### src/rtl/up_down_counter_multi_channel.sv
// NUM_CH independent up/down counters sharing one clock. Each channel counts modulo
// MAX_VAL+1 (or saturates), with a registered terminal-count pulse and a sticky overflow flag.
module up_down_counter_multi_channel #(
  parameter int WIDTH     = 5,
  parameter int NUM_CH    = 2,
  parameter int MAX_VAL   = 2**WIDTH - 1,
  parameter int SATURATE  = 0,
  parameter int RESET_VAL = 0
) (
  input  logic                    clk,
  input  logic                    reset,
  input  logic [NUM_CH-1:0]       en,
  input  logic [NUM_CH-1:0]       dir,
  input  logic [NUM_CH-1:0]       clr,
  input  logic [NUM_CH-1:0]       load,
  input  logic [NUM_CH*WIDTH-1:0] load_val,
  output logic [NUM_CH*WIDTH-1:0] count,
  output logic [NUM_CH-1:0]       tc,
  output logic [NUM_CH-1:0]       ovf
);

  localparam logic [WIDTH-1:0] MAX_W = WIDTH'(MAX_VAL);
  localparam logic [WIDTH-1:0] RST_W = WIDTH'(RESET_VAL);
  localparam logic [WIDTH-1:0] ONE_W = WIDTH'(1);
  localparam bit               SAT   = (SATURATE != 0);

  genvar gi;
  generate
    for (gi = 0; gi < NUM_CH; gi++) begin : g_ch
      logic [WIDTH-1:0] cnt_q, cnt_d;
      logic [WIDTH-1:0] ld_val;
      logic             tc_q, tc_d;
      logic             ovf_q, ovf_d;

      assign ld_val = load_val[gi*WIDTH +: WIDTH];

      // Bounds are checked before stepping, so the +1/-1 never wraps at 2**WIDTH.
      always_comb begin
        cnt_d = cnt_q;
        tc_d  = 1'b0;
        ovf_d = ovf_q;
        if (clr[gi]) begin
          cnt_d = RST_W;
          ovf_d = 1'b0;
        end else if (load[gi]) begin
          cnt_d = (ld_val > MAX_W) ? MAX_W : ld_val;
        end else if (en[gi]) begin
          if (dir[gi]) begin
            if (cnt_q >= MAX_W) begin
              cnt_d = SAT ? MAX_W : '0;
              tc_d  = 1'b1;
              ovf_d = 1'b1;
            end else begin
              cnt_d = cnt_q + ONE_W;
            end
          end else begin
            if (cnt_q == '0) begin
              cnt_d = SAT ? '0 : MAX_W;
              tc_d  = 1'b1;
              ovf_d = 1'b1;
            end else begin
              cnt_d = cnt_q - ONE_W;
            end
          end
        end
      end

      always_ff @(posedge clk or negedge reset) begin
        if (!reset) begin
          cnt_q <= RST_W;
          tc_q  <= 1'b0;
          ovf_q <= 1'b0;
        end else begin
          cnt_q <= cnt_d;
          tc_q  <= tc_d;
          ovf_q <= ovf_d;
        end
      end

      assign count[gi*WIDTH +: WIDTH] = cnt_q;
      assign tc[gi]                   = tc_q;
      assign ovf[gi]                  = ovf_q;
    end
  endgenerate

endmodule

### config.mk
export PLATFORM = sky130hd
export DESIGN_NAME = up_down_counter_multi_channel
export DESIGN_NICKNAME = d
export VERILOG_FILES = /design/src/rtl/up_down_counter_multi_channel.sv
export SDC_FILE = /design/constraint.sdc
export NUM_CORES = 1
export LEC_CHECK = 0
export CAP_MARGIN = 20
export CORE_ASPECT_RATIO = 0.6
export CORE_MARGIN = 10
export CORE_UTILIZATION = 47
export CTS_CLUSTER_SIZE = 8
export DETAILED_ROUTE_END_ITERATION = 8
export PLACE_DENSITY = 0.85
export SLEW_MARGIN = 20
export SYNTH_ARGS = -nofsm -noshare
export SYNTH_HDL_FRONTEND = slang
export SYNTH_SLANG_ARGS = --single-unit
### constraint.sdc
create_clock -name clk -period 2.16 [get_ports clk]
set_clock_uncertainty 0.1 [all_clocks]
set_input_delay 0.432 -clock clk [delete_from_list [all_inputs] [get_ports clk]]
set_output_delay 0.432 -clock clk [all_outputs]
set_load 0.005 [all_outputs]
==> metrics <==
status finished clean; worst-margin pin slew 0.667 ns; ys flop type dfrtp_1; Yosys reg bits 14; DRT Wirelength between 3 and 4 mm; syn avg cell area just over 8 um^2; min-delay worst type flip-flop to flip-flop; cts repair resizes 0; RSZ-0062 raised after global routing no; Critical Path End Type flip-flop; Hold Buf Count CTS 0; count of different cell masters after synthesis 44; htree depth 1; P per Cell Area between 400 and 500 nW/um^2; YS warnings 0; fin crit share a little over nine tenths; CTS Sinks 14; MaxCap Viol Count 0; sum of routed wire segments on met1 between 1.5 and 2 mm; Reg clk slew, reported paths about 0.06 ns; crit-path leading delay family compound AO/OA/AOI/OAI gates; met2 WL 1.58 mm; CP max FO 6; Critical Path RT between 2 and 2.5 ns; WS Path Type flip-flop to flip-flop; routed wl met3 about 370 um; cell-internal power roughly 580 uW; post-DR vias/cell 5.89; Clk Latency, worst-skew pair 0.24 ns; Post-synth EDFFs 0; clock buffer depth 2; share of power burned in combinational logic a little under a third; Root Driver clkbuf_8; total track usage 13.9%; post-synthesis async set-or-reset flop share between 90% and 100%; # diodes 0; clock group share of total power approximately a third; PnR worst setup slack 0.0690 ns; CP max stage delay around 0.53 ns; switching pwr approximately 230 uW; post-CTS setup buffer count 0; fin. max-slew vios 0; die area just under 5000 um^2; I/O Pins 34; Area growth syn-to-layout 41.3%; Tmin final 2.09 ns; crit path DAT between 2 and 2.5 ns; largest net degree at the start of global routing 15; cell count after synthesis between 100 and 150; Top Metal Used met4; count of final setup violators 0; GPL Wtd Cong 0.913; Peak supply drop around 0.44 mV; first-pass GRT wire length around 5.7 mm; Flop pwr share a little under two fifths; Fin. Hold Viols 0; Relative slew margins about 55%; die height ~58 um; Post-Syn Nets between 150 and 200; overflow left after global routing 0; Switching Fraction around 29%; Crit. Startpoint g_ch[1].cnt_q[0]; vias post-DR approximately 1200; nets@finish between 200 and 250; wire length per cell about 17 um; Crit Reg-Reg Startpoint g_ch[1].cnt_q[0]; vias in the first global route roughly 1200; Finished Layout Cells ~210; DRC viols 0; share of cells above drive strength 1 around 15%; Pleak roughly 0.7 nW; WHS roughly 0.44 ns; Final HPWL DP 2.72 mm; Cell Area, Synth approximately 1200 um^2; Port-buffer cells 33; register area share after synthesis a little under a third; Post-DP Area approximately 1500 um^2; fmax 0.478 GHz; die width between 80 and 90 um; CTS Buf Count 3; post-place setup slack -0.0786 ns; ANT nets after route 0; DP Cell Count 205; TritonCTS clock tree built; core area approximately 2200 um^2; post-route cell area 1630 um^2; Std-Cell Rows 13; First DRT Iteration DRCs 139; Hold Startpoint g_ch[1].ovf_q; initial core utilization 51.3%; initial antenna violation count 0; CP Cell Sequence inv_1, ha_1, or3b_2, o31ai_4, o221ai_1, a21oi_1; DR pass1 iterations 4; Slowest-stage cell, CP or3b_2; Buf/Inv on CP 1; Startpoint Class flip-flop
power by group through the flow:
stage	clock [mW]	sequential, mW	combinational (mW)
after floorplan	0	0.306	0.118
after global placement	0	0.306	0.233
after detailed placement	0	0.307	0.239
after CTS	0.256	0.303	0.242
after global routing	0.277	0.307	0.271
final	0.253	0.304	0.250
cell usage in the layout, fill, tap and decap left out, types with 2 or more instances in the layout:
master,n
clkdlybuf4s50_1,33
inv_1,15
dfrtp_1,14
nand2_1,13
buf_4,13
a21oi_1,12
nor2_1,9
o221ai_1,5
o21ai_0,5
ha_1,5
nor2b_1,4
clkbuf_8,4
a211oi_1,3
o22ai_1,3
a31oi_1,3
and3_2,2
nor3_1,2
nand2b_1,2
xnor2_1,2
o311a_1,2
a311oi_1,2
nand3b_1,2
worst register-to-register path, delay by kind of cell (launching register included):
kind / cells / cell delay [ns]
buffers and inverters: 1 / 0.11
adders and majority gates: 1 / 0.21
and+or+nand+nor: 1 / 0.53
DFF: 1 / 0.44
AOI/OAI and AO/OA: 3 / 0.63
cells in the mapped netlist, types with 2 or more instances:
master | number | area (um^2)
a211oi_1 | 3 | 22.5
a21oi_1 | 12 | 60.1
a311oi_1 | 2 | 17.5
a31oi_1 | 3 | 18.8
and3_2 | 2 | 15.0
buf_4 | 4 | 30.0
clkbuf_1 | 6 | 22.5
dfrtp_1 | 14 | 350
ha_1 | 6 | 75.1
inv_1 | 15 | 56.3
nand2_1 | 13 | 48.8
nand2b_1 | 2 | 12.5
nand3b_1 | 2 | 15.0
nor2_1 | 9 | 33.8
nor2b_1 | 4 | 25.0
nor3_1 | 2 | 10.0
nor4_1 | 2 | 12.5
nor4b_1 | 2 | 17.5
o21ai_0 | 5 | 25.0
o221ai_1 | 5 | 43.8
o22ai_1 | 3 | 18.8
o311a_1 | 2 | 20.0
xnor2_1 | 2 | 17.5
per-stage QoR:
stage               setup TNS [ns]  total power, mW  utilization (%)
floorplan                        0            0.424                -
finish                           0            0.807             72.5
global route                     0            0.856             72.5
CTS                              0            0.800             71.5
detailed placement          -0.114            0.545             69.0
global placement           -0.0240            0.540             69.0
cell families after synthesis:
| group | synth area share [%] |
|---|---|
| AND/OR/NAND/NOR | 21.8 |
| multiplexers | 0.869 |
| flip-flops | 30.4 |
| buffers and inverters | 10.9 |
| AO/OA/AOI/OAI | 27.3 |
| XOR/XNOR | 2.28 |
| adder cells (fa/ha/maj) | 6.51 |
registers in the layout (all words and copies together) (netlist names):
name / cells
g_ch.ovf_q: 2
g_ch.tc_q: 2
g_ch.cnt_q: 10
path summary, 6_finish.rpt:
check	to	slack, ns	depth (start not counted)
max	g_ch[1].cnt_q[0]	0.07	6
max in group asynchronous	g_ch[0].cnt_q[3]	1.04	1
min	g_ch[1].ovf_q	0.44	2
min in group asynchronous	g_ch[1].tc_q	0.49	1
max reg2reg	g_ch[1].cnt_q[0]	0.07	6
min reg2reg	g_ch[1].ovf_q	0.44	2
layout make-up:
type | count | area, um^2
Sequential cell | 14 | 350
Fill cell | 146 | 617
Timing Repair Buffer | 46 | 428
Inverter | 15 | 56.3
Tap cell | 30 | 37.5
Clock buffer | 4 | 55.1
Multi-Input combinational cell | 100 | 701
metal layers:
metal	GRT usage, %	vias to the layer above
li1	-	588
met5	0	-
met4	1.66	0
met3	6.59	2
met1	17.6	583
met2	21.5	58
(Power assumes the default switching activity.)
